### src/rtl/irq_pkg.sv
// Shared types and helpers for the multi-source interrupt generator.
package irq_pkg;

    typedef enum logic {
        IRQ_PULSE = 1'b0,
        IRQ_LEVEL = 1'b1
    } irq_mode_e;

    typedef enum logic {
        IRQ_IDLE = 1'b0,
        IRQ_HOLD = 1'b1
    } irq_state_e;

    // Width of a down-counter that must hold values 0..hold.
    function automatic int unsigned irq_cnt_w(input int unsigned hold);
        return $clog2(hold + 1);
    endfunction

endpackage

### src/rtl/irq_src_chan.sv
// One interrupt source: sticky pending/overflow status plus the pulse-stretch
// FSM and counter (or level follower) that drives its interrupt bit.
module irq_src_chan
    import irq_pkg::*;
#(
    parameter bit          IRQ_EN        = 1'b1,
    parameter int unsigned IRQ_HOLD_TIME = 1024
) (
    input  logic aclk,
    input  logic rst,
    input  logic error_i,
    input  logic mask_i,
    input  logic mode_i,
    input  logic clr_i,
    output logic pending_o,
    output logic ovf_o,
    output logic irq_o
);

    localparam int unsigned CNT_W = irq_cnt_w(IRQ_HOLD_TIME);

    logic pending_q, pending_d;
    logic ovf_q, ovf_d;

    // Set beats clear for pending; clear beats set for overflow.
    always_comb begin
        pending_d = error_i | (pending_q & ~clr_i);
        ovf_d     = ~clr_i & (ovf_q | (error_i & pending_q));
    end

    always_ff @(posedge aclk or posedge rst) begin
        if (rst) begin
            pending_q <= 1'b0;
            ovf_q     <= 1'b0;
        end else begin
            pending_q <= pending_d;
            ovf_q     <= ovf_d;
        end
    end

    assign pending_o = pending_q;
    assign ovf_o     = ovf_q;

    if (IRQ_EN) begin : g_irq
        localparam logic [CNT_W-1:0] CNT_LOAD = CNT_W'(IRQ_HOLD_TIME - 1);

        irq_state_e       state_q, state_d;
        logic [CNT_W-1:0] cnt_q, cnt_d;
        logic             irq_q, irq_d;
        logic             trig;
        logic             level_mode;

        assign trig       = error_i & mask_i;
        assign level_mode = (irq_mode_e'(mode_i) == IRQ_LEVEL);

        always_ff @(posedge aclk or posedge rst) begin
            if (rst) begin
                state_q <= IRQ_IDLE;
                cnt_q   <= '0;
            end else begin
                state_q <= state_d;
                cnt_q   <= cnt_d;
            end
        end

        // Level mode parks the stretcher, so a mode switch discards any hold.
        always_comb begin
            state_d = state_q;
            cnt_d   = cnt_q;
            if (level_mode) begin
                state_d = IRQ_IDLE;
                cnt_d   = '0;
            end else begin
                case (state_q)
                    IRQ_IDLE: begin
                        if (trig) begin
                            state_d = IRQ_HOLD;
                            cnt_d   = CNT_LOAD;
                        end
                    end
                    IRQ_HOLD: begin
                        if (trig) begin
                            cnt_d = CNT_LOAD;
                        end else if (clr_i || !mask_i) begin
                            state_d = IRQ_IDLE;
                            cnt_d   = '0;
                        end else if (cnt_q == '0) begin
                            state_d = IRQ_IDLE;
                        end else begin
                            cnt_d = cnt_q - CNT_W'(1);
                        end
                    end
                endcase
            end
        end

        always_comb begin
            irq_d = 1'b0;
            if (level_mode) begin
                irq_d = pending_d & mask_i;
            end else begin
                irq_d = (state_d == IRQ_HOLD);
            end
        end

        always_ff @(posedge aclk or posedge rst) begin
            if (rst) begin
                irq_q <= 1'b0;
            end else begin
                irq_q <= irq_d;
            end
        end

        assign irq_o = irq_q;
    end else begin : g_no_irq
        logic unused_c;
        assign unused_c = ^{mask_i, mode_i};
        assign irq_o    = 1'b0;
    end

endmodule

### src/rtl/irq_gen_multi.sv
// Multi-source interrupt generator: one channel per error source, combined
// into a single interrupt line.
module irq_gen_multi
    import irq_pkg::*;
#(
    parameter int unsigned NUM_SRC       = 4,
    parameter bit          IRQ_EN        = 1'b1,
    parameter int unsigned IRQ_HOLD_TIME = 1024
) (
    input  logic               aclk,
    input  logic               rst,
    input  logic [NUM_SRC-1:0] error_i,
    input  logic [NUM_SRC-1:0] mask_i,
    input  logic [NUM_SRC-1:0] mode_i,
    input  logic [NUM_SRC-1:0] clr_i,
    output logic [NUM_SRC-1:0] pending_o,
    output logic [NUM_SRC-1:0] ovf_o,
    output logic [NUM_SRC-1:0] irq_vec_o,
    output logic               irq_o
);

    if (IRQ_HOLD_TIME < 1) begin : g_bad_hold
        $error("irq_gen_multi: IRQ_HOLD_TIME must be at least 1");
    end
    if (NUM_SRC < 1 || NUM_SRC > 32) begin : g_bad_num
        $error("irq_gen_multi: NUM_SRC must be in 1..32");
    end

    logic [NUM_SRC-1:0] chan_irq;

    for (genvar i = 0; i < NUM_SRC; i++) begin : g_src
        irq_src_chan #(
            .IRQ_EN        (IRQ_EN),
            .IRQ_HOLD_TIME (IRQ_HOLD_TIME)
        ) u_chan (
            .aclk      (aclk),
            .rst       (rst),
            .error_i   (error_i[i]),
            .mask_i    (mask_i[i]),
            .mode_i    (mode_i[i]),
            .clr_i     (clr_i[i]),
            .pending_o (pending_o[i]),
            .ovf_o     (ovf_o[i]),
            .irq_o     (chan_irq[i])
        );
    end

    assign irq_vec_o = IRQ_EN ? chan_irq : '0;
    assign irq_o     = |irq_vec_o;

endmodule

### config.mk
export PLATFORM = sky130hd
export DESIGN_NAME = irq_gen_multi
export DESIGN_NICKNAME = d
export VERILOG_FILES = /design/src/rtl/irq_pkg.sv /design/src/rtl/irq_src_chan.sv /design/src/rtl/irq_gen_multi.sv
export SDC_FILE = /design/constraint.sdc
export NUM_CORES = 1
export LEC_CHECK = 0
export CORE_ASPECT_RATIO = 0.75
export CORE_UTILIZATION = 35
export CTS_CLUSTER_DIAMETER = 40
export DETAILED_ROUTE_END_ITERATION = 10
export DONT_BUFFER_PORTS = 1
export PLACE_DENSITY_LB_ADDON = 0.12
export RECOVER_POWER = 100
export SYNTH_ARGS = -nofsm -noshare
export SYNTH_HDL_FRONTEND = slang
export SYNTH_SLANG_ARGS = --single-unit
### constraint.sdc
create_clock -name aclk -period 2.6 [get_ports aclk]
set_input_delay 0.26 -clock aclk [delete_from_list [all_inputs] [get_ports aclk]]
set_output_delay 0.26 -clock aclk [all_outputs]
set_load 0.05 [all_outputs]
==> results of run 1 <==
-- report_power, final --
| part | switching (uW) | internal (uW) |
|---|---|---|
| Sequential | 133 | 1020 |
| Combinational | 267 | 166 |
| Clock | 426 | 987 |
| Total | 826 | 2170 |
-- logic make-up (layout without fill, tap and decap cells) --
logic type,after synthesis,count (layout),share of synthesized area (%)
AO/OA/AOI/OAI,158,158,27.9
AND/OR/NAND/NOR,144,144,21.1
buffers and inverters,44,54,7.00
adder cells (fa/ha/maj),4,4,1.42
flip-flops,60,60,42.6
-- timing repair --
| item | in CTS | in global routing |
|---|---|---|
| endpoints found under the hold margin | 47 | 0 |
| hold buffers | 10 | 0 |
| setup endpoints to repair | 0 | 0 |
-- worst max-delay path by stage --
stage | slack [ps] | from | to | cells past startpoint
2_1_floorplan | 660 | g_src[2].u_chan.g_irq.cnt_q[0]$_DFFE_PP0P_ | g_src[2].u_chan.g_irq.cnt_q[7]$_DFFE_PP0P_ | 8
3_3_place_gp | 440 | g_src[2].u_chan.g_irq.cnt_q[0]$_DFFE_PP0P_ | g_src[2].u_chan.g_irq.cnt_q[7]$_DFFE_PP0P_ | 7
3_5_place_dp | 400 | g_src[2].u_chan.g_irq.cnt_q[0]$_DFFE_PP0P_ | g_src[2].u_chan.g_irq.cnt_q[9]$_DFFE_PP0P_ | 7
4_1_cts | 380 | g_src[2].u_chan.g_irq.cnt_q[0]$_DFFE_PP0P_ | g_src[2].u_chan.g_irq.cnt_q[5]$_DFFE_PP0P_ | 7
5_1_grt | 120 | g_src[2].u_chan.g_irq.cnt_q[0]$_DFFE_PP0P_ | g_src[2].u_chan.g_irq.cnt_q[2]$_DFFE_PP0P_ | 7
6_report | 310 | g_src[2].u_chan.g_irq.cnt_q[0]$_DFFE_PP0P_ | g_src[2].u_chan.g_irq.cnt_q[5]$_DFFE_PP0P_ | 7
-- layer usage --
layer | global-route usage, % | vias up | wire length [um]
met5 | 0 | - | 0
met4 | 6.53 | 0 | 90
met3 | 4.57 | 9 | 424
met2 | 25.3 | 73 | 3670
met1 | 26.5 | 1493 | 4440
li1 | - | 1504 | -
-- flip-flops by register name, summed over array words and instances (netlist names) --
signal and count:
g_src.u_chan.g_irq.cnt_q 44, g_src.u_chan.g_irq.state_q 4, g_src.u_chan.irq_o 4, g_src.u_chan.ovf_o 4, g_src.u_chan.pending_o 4
-- stage by stage --
step / setup slack [ps] / std cells / hold slack (ps) / total power (uW)
finish: 310 / 552 / 9.86 / 3000
floorplan: 657 / 410 / 326 / 1510
detailed placement: 395 / 526 / 292 / 1590
global placement: 436 / 526 / 285 / 1590
global route: 119 / 552 / 4.04 / 3140
CTS: 381 / 552 / 0.397 / 3030
-- cells in the final DEF (no fill, tap or decap), drive strengths merged, types with 5 or more instances in the layout --
master,instances
a21oi,45
clkbuf,14
a21o,7
or3,7
nor3,20
dfrtp,60
nor4,8
nor3b,5
a211oi,5
a31oi,15
and2,5
nor2b,8
dlygate4sd3,10
o21ai,59
nand2,28
and3,6
nor2,40
inv,22
-- Yosys cell counts, types with 8 or more instances --
library cell	n	share of area, %
a31oi_1	15	2.7
dfrtp_1	60	43
o21ai_0	37	5.3
a21oi_1	45	6.4
nor3_1	20	2.8
nor2b_1	8	1.4
buf_4	13	2.8
inv_1	22	2.3
nand2_1	28	3.0
o21ai_2	9	2.2
nor2_1	40	4.3
o21ai_1	13	1.8
-- area by class of cell --
cell class | instances | area (sq um)
fillers | 979 | 5690
well taps | 132 | 165
repair buffers | 16 | 139
clock buffers | 12 | 256
clock inverters | 4 | 95.1
multi-input cells | 306 | 1770
inverters | 22 | 82.6
flip-flops and latches | 60 | 1500
==> summary.md, run 1 <==
| Metric | Value |
|---|---|
| Final core occ | `41.4%` |
| Fin. Hold Viols | `0` |
| Max Freq | `437 MHz` |
| RSZ-0062 raised after global routing | `false` |
| First-pass GRT wire length | `14,800 um` |
| Seq/Total Area, Yosys | `42.6%` |
| Clock Path Buffers | `2` |
| Hold Path Depth | `1` |
| Syn Area/Cell | `8.59 sq um` |
| Peak VDD IR | `0.000457 V` |
| Max cap viols | `0` |
| Most used DFF post-synth | `dfrtp_1` |
| CTS Buf Count | `9` |
| Antenna Cells | `0` |
| H-tree Lvls | `3` |
| Cells after Synth | `410` |
| Final setup TNS | `0 ps` |
| Critical-path cell list | `inv_1 -> ha_1 -> or2b_2 -> o41ai_4 -> and2_4 -> or2_2 -> o21ai_2` |
| Setup Fix Bufs, Post-CTS | `0` |
| Die Wd | `118 um` |
| Finished Cell Area | `4010 sq um` |
| Post-DP Area | `3570 sq um` |
| Buffers on Ports | `0` |
| Via density | `5.58` |
| Outcome | `finished, final reports clean` |
| P per Cell Area | `747 nW/um^2` |
| Slew headroom | `18.7%` |
| Die area | `10,500 sq um` |
| Largest net degree at the start of global routing | `33` |
| Startpoint Class | `flop` |
| Slowest cell on the critical path | `dfrtp_1` |
| Reg-to-reg startpoint | `g_src[2].u_chan.g_irq.cnt_q[0]$_DFFE_PP0P_` |
| Synth warn | `0` |
| Setup CP Type | `flop to flop` |
| Die H | `88.9 um` |
| Pins Over Slew Limit | `0` |
| Vias | `3,079` |
| Syn-to-layout area delta | `13.9%` |
| WP buf/inv | `1` |
| Clk Latency, worst-skew pair | `330 ps` |
| Nets | `437` |
| Tightest Pin Transition | `1220 ps` |
| Core Area | `9700 sq um` |
| Wire length per cell | `15.6 um` |
| Initial Utilization | `36.3%` |
| DRC errors left | `0` |
| Number of flops mapped to enable cells by yosys | `0` |
| Static Leakage | `0.00169 uW` |
| Final ANT Viol Nets | `0` |
| Netlist cell types | `53` |
| Cell row count | `31` |
| R2R depth | `7` |
| Initial antenna violation count | `0` |
| Crit-path max FO | `11` |
| Post-Syn Area | `3520 sq um` |
| 1st-iter DRT viols | `255` |
| Half-perimeter wire length after placement | `6010 um` |
| Root buffer cell | `clkbuf_16` |
| Hold crit path type | `input pin to flop` |
| Final setup viols | `0` |
| Flops & latches, synth | `60` |
| R2R Path End | `g_src[2].u_chan.g_irq.cnt_q[5]$_DFFE_PP0P_` |
| I/O pins | `31` |
| CP Capture Type | `flop` |
| Min-Delay Endpoint | `g_src[3].u_chan.g_irq.cnt_q[1]$_DFFE_PP0P_` |
| Syn_nets | `432` |
| Tcrit/Tclk final | `88.1%` |
| CTS tree | `done` |
| Worst EP arrival | `2490 ps` |
| Congestion Overflow GR | `0` |
| Max Clock Skew | `5.70 ps` |
| Fraction of layout cells with a size suffix above 1 | `8.81%` |
| CTS-repair resized insts | `0` |
| Worst path max stage delay | `390 ps` |
| Delay-heaviest family, CP | `simple AND/OR/NAND/NOR gates` |
| Clock Sinks | `60` |
| Reg clk slew, reported paths | `50 ps` |
| R2R Setup Slk | `310 ps` |
| Hold path startpoint | `mode_i[3]` |
| GRT Total Usage | `18.0%` |
| WL final | `8630 um` |
| Synth async-reset ratio | `100%` |
| Period minus WS final | `2290 ps` |
| Drt pass-1 iters | `5` |
| Critical Path RT | `2800 ps` |
| Gpl congestion | `0.826` |
| Vias in the first global route | `2,882` |
(Power assumes the default switching activity.)
==> inputs of run 2 (changes only) <==
Settings changed: RECOVER_POWER 100 to 50.
==> run 2 against run 1 <==
Effect of this change: sequential cell count did not move; first-iteration DRC count up 1.6%; core utilization about the same; global-route usage did not move; routed wire length is 0.28% lower; clock skew grew 0.58 ps; sequential power about the same.
==> summary.md, run 2 (same netlist as run 1, synthesis figures left out) <==
| Metric | Value |
|---|---|
| Setup CP Type | `flop to flop` |
| Largest net degree at the start of global routing | `33 (unchanged)` |
| Reg-to-reg startpoint | `g_src[1].u_chan.g_irq.cnt_q[0]$_DFFE_PP0P_` |
| Tightest Pin Transition | `1220 ps (-3.48 ps)` |
| Cell row count | `31 (unchanged)` |
| Startpoint Class | `flop` |
| Clock Sinks | `60 (unchanged)` |
| DRC errors left | `0 (unchanged)` |
| Crit-path max FO | `12 (+1)` |
| Min-Delay Endpoint | `g_src[3].u_chan.g_irq.cnt_q[1]$_DFFE_PP0P_` |
| Most common cell after layout, fill and taps aside | `dfrtp_1` |
| CP Capture Type | `flop` |
| Pins Over Slew Limit | `0 (unchanged)` |
| Period minus WS final | `2230 ps (-63.2 ps)` |
| Die H | `88.9 um (unchanged)` |
| Clk Latency, worst-skew pair | `330 ps (about the same)` |
| Pre-CTS WS | `395 ps (unchanged)` |
| Finished Cell Area | `4010 sq um (about the same)` |
| Fraction of layout cells with a size suffix above 1 | `8.81% (unchanged)` |
| CTS Buf Count | `9 (unchanged)` |
| Core Area | `9700 sq um (unchanged)` |
| Vias | `3,076 (-0.097%)` |
| Half-perimeter wire length after placement | `6010 um (unchanged)` |
| Hold crit path type | `input pin to flop` |
| First-pass GRT wire length | `14,800 um (unchanged)` |
| I/O pins | `31 (unchanged)` |
| CTS tree | `done` |
| Via density | `5.57 (about the same)` |
| Final setup TNS | `0 ps (unchanged)` |
| Clock Path Buffers | `2 (unchanged)` |
| Outcome | `finished, final reports clean` |
| Max cap viols | `0 (unchanged)` |
| Syn-to-layout area delta | `14.0% (about the same)` |
| Area of the multi-input gates | `1770 sq um (+0.14%)` |
| Final ANT Viol Nets | `0 (unchanged)` |
| Setup Fix Bufs, Post-CTS | `0 (unchanged)` |
| Drt pass-1 iters | `4 (-1)` |
| P per Cell Area | `747 nW/um^2 (about the same)` |
| Critical Path RT | `2830 ps (+30 ps)` |
| Total power | `3000 uW (about the same)` |
| Die area | `10,500 sq um (unchanged)` |
| Initial Utilization | `36.3% (unchanged)` |
| 1st-iter DRT viols | `259 (+1.6%)` |
| Post-DP Area | `3570 sq um (unchanged)` |
| Final worst setup slack | `373 ps (+63.2 ps)` |
| R2R Setup Slk | `370 ps (+60 ps)` |
| Largest Register | `g_src.u_chan.g_irq.cnt_q` |
| R2R depth | `7 (unchanged)` |
| RSZ-0062 raised after global routing | `false` |
| Tcrit/Tclk final | `85.6% (-2.4 points)` |
| Max FFs per register | `44 (unchanged)` |
| Most frequent cells in the layout | `dfrtp_1 (60), a21oi_1 (45), nor2_1 (40)` |
| Gpl congestion | `0.826 (unchanged)` |
| Fillers | `980 (+0.10%)` |
| Worst EP arrival | `2460 ps (-30 ps)` |
| GRT Total Usage | `18.0% (unchanged)` |
| CTS-repair resized insts | `0 (unchanged)` |
| Wire length per cell | `15.6 um (-0.28%)` |
| WL final | `8600 um (-0.28%)` |
| Initial antenna violation count | `0 (unchanged)` |
| Peak VDD IR | `0.000457 V (about the same)` |
| Buffers on Ports | `0 (unchanged)` |
| Hold Path Depth | `1 (unchanged)` |
| Congestion Overflow GR | `0 (unchanged)` |
| Fin. Hold Viols | `0 (unchanged)` |
| Max Clock Skew | `6.28 ps (+0.578 ps)` |
| Die Wd | `118 um (unchanged)` |
| Max Freq | `449 MHz (+2.8%)` |
| Hold path startpoint | `mode_i[3]` |
| Vias in the first global route | `2,882 (unchanged)` |
| FF+latch area | `1500 sq um (unchanged)` |
| R2R Path End | `g_src[1].u_chan.g_irq.cnt_q[1]$_DFFE_PP0P_` |
| Slew headroom | `18.9% (+0.23 points)` |
| Reg clk slew, reported paths | `60 ps (about the same)` |
| Antenna Cells | `0 (unchanged)` |
| Static Leakage | `0.00170 uW (+0.13%)` |
| Nets | `437 (unchanged)` |
| H-tree Lvls | `3 (unchanged)` |
| Root buffer cell | `clkbuf_16` |
| Final setup viols | `0 (unchanged)` |
## run 2: cell count changes in the layout (fill, tap and decap cells not counted)
cell,before,now
and2_0,2,1
and2_1,2,3
o21ai_0,41,37
o21ai_1,9,13
or2_0,1,0
or2_1,0,1
or2_2,1,0
or2_4,0,1
## run 2: area by class of cell
class | count | area share, %
timing repair buffer | 16 | 3.46
sequential | 60 | 37.4
clock buffer | 12 | 6.39
tap | 132 | 4.12
clock inverter | 4 | 2.37
inverter | 22 | 2.06
multi-input combinational | 306 | 44.2
## run 2: how the worst max path moves through the flow
stage	start	end	slack, ps	cells past startpoint
5_1_grt	g_src[1].u_chan.g_irq.cnt_q[0]$_DFFE_PP0P_	g_src[1].u_chan.g_irq.cnt_q[1]$_DFFE_PP0P_	190	7
2_1_floorplan	g_src[2].u_chan.g_irq.cnt_q[0]$_DFFE_PP0P_	g_src[2].u_chan.g_irq.cnt_q[7]$_DFFE_PP0P_	660	8
6_report	g_src[1].u_chan.g_irq.cnt_q[0]$_DFFE_PP0P_	g_src[1].u_chan.g_irq.cnt_q[1]$_DFFE_PP0P_	370	7
3_3_place_gp	g_src[2].u_chan.g_irq.cnt_q[0]$_DFFE_PP0P_	g_src[2].u_chan.g_irq.cnt_q[7]$_DFFE_PP0P_	440	7
3_5_place_dp	g_src[2].u_chan.g_irq.cnt_q[0]$_DFFE_PP0P_	g_src[2].u_chan.g_irq.cnt_q[9]$_DFFE_PP0P_	400	7
4_1_cts	g_src[2].u_chan.g_irq.cnt_q[0]$_DFFE_PP0P_	g_src[2].u_chan.g_irq.cnt_q[5]$_DFFE_PP0P_	380	7
## run 2: stage by stage
stage | util, % | cells | hold WS, ps
after global placement | 36.8 | 526 | 285
after CTS | 41.4 | 552 | 0.397
after floorplan | - | 410 | 326
after detailed placement | 36.8 | 526 | 292
after global routing | 41.4 | 552 | 4.04
final | 41.4 | 552 | 11.8
## run 2: repair_timing
action / 4_1_cts / 5_1_grt
hold buffers: 10 / 0
setup endpoints to repair: 0 / 0
endpoints found under the hold margin: 47 / 0
## run 2: where the power goes
| part | switching (uW) | total, uW | internal (uW) |
|---|---|---|---|
| clock network | 424 | 1410 | 987 |
| logic | 267 | 435 | 168 |
| registers | 133 | 1150 | 1020 |
| total | 824 | 3000 | 2170 |
## run 2: worst max-delay path: stages (launching register included)
cell and delay (ps):
dfrtp_1 390, inv_1 100, ha_1 200, or3b_1 380, nor4_2 310, a21o_1 420
nor3_1 110, a211oi_1 230
## run 2: metal layers
| metal | global-route usage, % | routed length [um] |
|---|---|---|
| met5 | 0 | 0 |
| met4 | 6.53 | 94 |
| met3 | 4.57 | 430 |
| met1 | 26.5 | 4420 |
| met2 | 25.3 | 3660 |
==> inputs of run 3 (changes only) <==
Settings changed: ABC_AREA from default to 1, MAX_ROUTING_LAYER from default to met4.
==> run 3 against run 2 <==
Effect of this change: clock power shrank 23%; maximum frequency increased by 9.1%; synthesized area up 10%; count of clock-buffer cells in the layout up 1; cell count grew 26%; die area up 9.9%; hold slack gained 27 ps; routed wire length rose by 2.4%; combinational power grew 8.7%; register-to-register slack gained 480 ps.
==> summary.md, run 3 <==
| Metric | Value |
|---|---|
| Number of flops mapped to enable cells by yosys | `0 (unchanged)` |
| Area leader, netlist | `dfrtp_1` |
| Cells after Synth | `555 (+35%)` |
| CTS Buf Count | `9 (unchanged)` |
| Clock Path Buffers | `2 (unchanged)` |
| Final hold slack | `38.6 ps (+26.8 ps)` |
| Synth warn | `0 (unchanged)` |
| R2R depth | `11 (+4)` |
| Cell row count | `32 (+3.2%)` |
| Hold path startpoint | `mode_i[3]` |
| Clk Latency, worst-skew pair | `330 ps (about the same)` |
| 1st-iter DRT viols | `185 (-29%)` |
| Most common cell after layout, fill and taps aside | `nand2_1` |
| Combinational share of power | `17.3% (+2.8 points)` |
| Fillers | `1,131 (+15%)` |
| Synth cell count leaders | `nand2_1 (162), nand3_1 (71), inv_1 (65), dfrtp_1 (60), nor2_1 (56)` |
| Mux contribution to synthesized area | `0% (unchanged)` |
| Peak VDD IR | `0.000369 V (-19%)` |
| RSZ-0062 raised after global routing | `false` |
| Sw Ratio | `31.6% (+4.1 points)` |
| Synth area leaders | `dfrtp_1 (39%), nand2_1 (16%), nand3_1 (9.2%), inv_1 (6.3%), nor2_1 (5.4%)` |
| Compound-Gate Fraction of Synth Area | `10.5% (-17 points)` |
| Nets | `578 (+32%)` |
| CP Capture Type | `output pin` |
| Largest net degree at the start of global routing | `45 (+36%)` |
| Largest Register | `g_src.u_chan.g_irq.cnt_q` |
| Post-synthesis simple-gate area fraction | `37.2% (+16 points)` |
| Pins Over Slew Limit | `0 (unchanged)` |
| Period minus WS final | `2040 ps (-185 ps)` |
| Most used DFF post-synth | `dfrtp_1` |
| Clock share of power | `39.9% (-7.2 points)` |
| R2R Path End | `g_src[0].u_chan.g_irq.cnt_q[9]$_DFFE_PP0P_` |
| P per Cell Area | `642 nW/um^2 (-14%)` |
| Fraction of layout cells with a size suffix above 1 | `10.0% (+1.2 points)` |
| Syn-to-layout area delta | `9.97%` |
| Synth async-reset ratio | `100% (unchanged)` |
| Internal power | `1870 uW (-14%)` |
| Die Wd | `124 um (+4.8%)` |
| I/O pins | `31 (unchanged)` |
| Syn Area/Cell | `6.98 sq um (-19%)` |
| Setup CP Type | `flop to output pin` |
| GRT Total Usage | `17.9% (-0.16 points)` |
| Min-Delay Endpoint | `g_src[3].u_chan.g_irq.state_q$_DFF_PP0_` |
| Reg-to-reg startpoint | `g_src[0].u_chan.g_irq.cnt_q[0]$_DFFE_PP0P_` |
| Synth Area in Adders | `1.29% (-0.13 points)` |
| Flops & latches, synth | `60 (unchanged)` |
| Slowest cell on the critical path | `or4_1` |
| H-tree Lvls | `3 (unchanged)` |
| Hold crit path type | `input pin to flop` |
| Vias | `3,423 (+11%)` |
| Netlist cell types | `32 (-40%)` |
| Most common cell in the netlist | `nand2_1` |
| Max Freq | `490 MHz (+9.1%)` |
| Congestion Overflow GR | `0 (unchanged)` |
| Die area | `11,500 sq um (+9.9%)` |
| Root buffer cell | `clkbuf_16` |
| Initial Utilization | `36.8% (+0.50 points)` |
| WP buf/inv | `0 (-1)` |
| Final ANT Viol Nets | `0 (unchanged)` |
| DRC errors left | `0 (unchanged)` |
| Crit-path max FO | `2 (-10)` |
| Largest family of logic cells by synthesized area | `simple AND/OR/NAND/NOR gates` |
| Die H | `93.1 um (+4.8%)` |
| Outcome | `finished, final reports clean` |
| Sequential power share | `42.9% (+4.5 points)` |
| Hold Path Depth | `1 (unchanged)` |
| Clock Sinks | `60 (unchanged)` |
| Gpl congestion | `0.821 (-0.52%)` |
| Startpoint Class | `flop` |
| Max FFs per register | `44 (unchanged)` |
| Most frequent cells in the layout | `nand2_1 (162), nand3_1 (71), inv_1 (65)` |
| Yosys top cell area share | `38.7% (-3.9 points)` |
| Max cap viols | `0 (unchanged)` |
| Post-Syn Area | `3880 sq um (+10%)` |
| Final setup TNS | `0 ps (unchanged)` |
| Static Leakage | `0.00205 uW (+21%)` |
| Delay-heaviest family, CP | `simple AND/OR/NAND/NOR gates` |
| Tightest Pin Transition | `749 ps (-466 ps)` |
| Final setup viols | `0 (unchanged)` |
| CTS tree | `done` |
| Seq/Total Area, Yosys | `38.7% (-3.9 points)` |
| Antenna Cells | `0 (unchanged)` |
| Via density | `4.92 (-12%)` |
| First-pass GRT wire length | `15,300 um (+3.7%)` |
| Buffers on Ports | `0 (unchanged)` |
| Vias in the first global route | `3,217 (+12%)` |
| Core Area | `10,500 sq um (+8.6%)` |
| Half-perimeter wire length after placement | `6220 um (+3.5%)` |
| NetSw | `866 uW (+5.1%)` |
| Tcrit/Tclk final | `78.5% (-7.1 points)` |
| Worst EP arrival | `1780 ps (-680 ps)` |
| Max Clock Skew | `7.22 ps (+0.947 ps)` |
| Drt pass-1 iters | `5 (+1)` |
| Wire length per cell | `12.7 um (-19%)` |
| Worst path max stage delay | `870 ps (+450 ps)` |
| Syn_nets | `577 (+34%)` |
| CTS-repair resized insts | `0 (unchanged)` |
| Critical-path cell list | `or4_1` |
| Post-synthesis xor/xnor area fraction | `1.13% (+1.1 points)` |
| Reg clk slew, reported paths | `50 ps (about the same)` |
| R2R Setup Slk | `850 ps (+480 ps)` |
| Initial antenna violation count | `0 (unchanged)` |
| Critical Path RT | `2340 ps (-490 ps)` |
| Slew headroom | `50.0% (+31 points)` |
| WL final | `8810 um (+2.4%)` |
| Fin. Hold Viols | `0 (unchanged)` |
## run 3: power by group through the flow
| stage | clock, uW | sequential, uW | combinational (uW) |
|---|---|---|---|
| floorplan | 0 | 1110 | 466 |
| global placement | 0 | 1190 | 462 |
| detailed placement | 0 | 1190 | 470 |
| CTS | 1140 | 1170 | 478 |
| global route | 1170 | 1190 | 557 |
| finish | 1090 | 1170 | 473 |
## run 3: cell families after synthesis
logic type	count (synthesis)
AOI/OAI and AO/OA	72
xor gates and xnor gates	5
adders and majority gates	4
buffers and inverters	95
DFF	60
and+or+nand+nor	319
## run 3: worst max path at each step
| stage | start | end | slack (ps) | depth (start not counted) |
|---|---|---|---|---|
| after CTS | g_src[1].u_chan.irq_o$_DFF_PP0_ | irq_o | 530 | 1 |
| after detailed placement | g_src[0].u_chan.g_irq.cnt_q[0]$_DFFE_PP0P_ | g_src[0].u_chan.g_irq.cnt_q[9]$_DFFE_PP0P_ | 850 | 11 |
| after floorplan | rst | g_src[0].u_chan.g_irq.cnt_q[0]$_DFFE_PP0P_ | 860 | 1 |
| after global placement | g_src[1].u_chan.irq_o$_DFF_PP0_ | irq_o | 880 | 1 |
| after global routing | g_src[1].u_chan.irq_o$_DFF_PP0_ | irq_o | 510 | 1 |
| final | g_src[1].u_chan.irq_o$_DFF_PP0_ | irq_o | 560 | 1 |
## run 3: routing by layer
metal,track usage [%],part of all wire (%),vias up
li1,-,-,1765
met1,24.4,52,1581
met2,24.6,42,71
met3,5.55,5.1,6
met4,6.63,1.5,0
met5,-,0,-
## run 3: final cells by class
class / instances / area, sq um / area share (%)
Inverter: 77 / 290 / 6.81
Clock buffer: 13 / 260 / 6.11
Multi-Input combinational cell: 400 / 1940 / 45.5
Timing Repair Buffer: 8 / 90.1 / 2.11
Clock inverter: 2 / 10.0 / 0.235
Sequential cell: 60 / 1500 / 35.2
Tap cell: 136 / 170 / 3.99
## run 3: what timing repair did
item,CTS,global route
endpoints found under the hold margin,22,0
hold buffers,7,0
setup buffers,0,0
## run 3: stage by stage
stage	total power, uW	worst slack, ps	instances	instance area, sq um	util (%)
floorplan	1570	855	555	3880	-
global placement	1650	880	674	3920	37.3
detailed placement	1660	847	674	3920	37.3
CTS	2790	529	696	4260	40.5
global route	2910	510	696	4260	40.5
finish	2740	558	696	4260	40.5
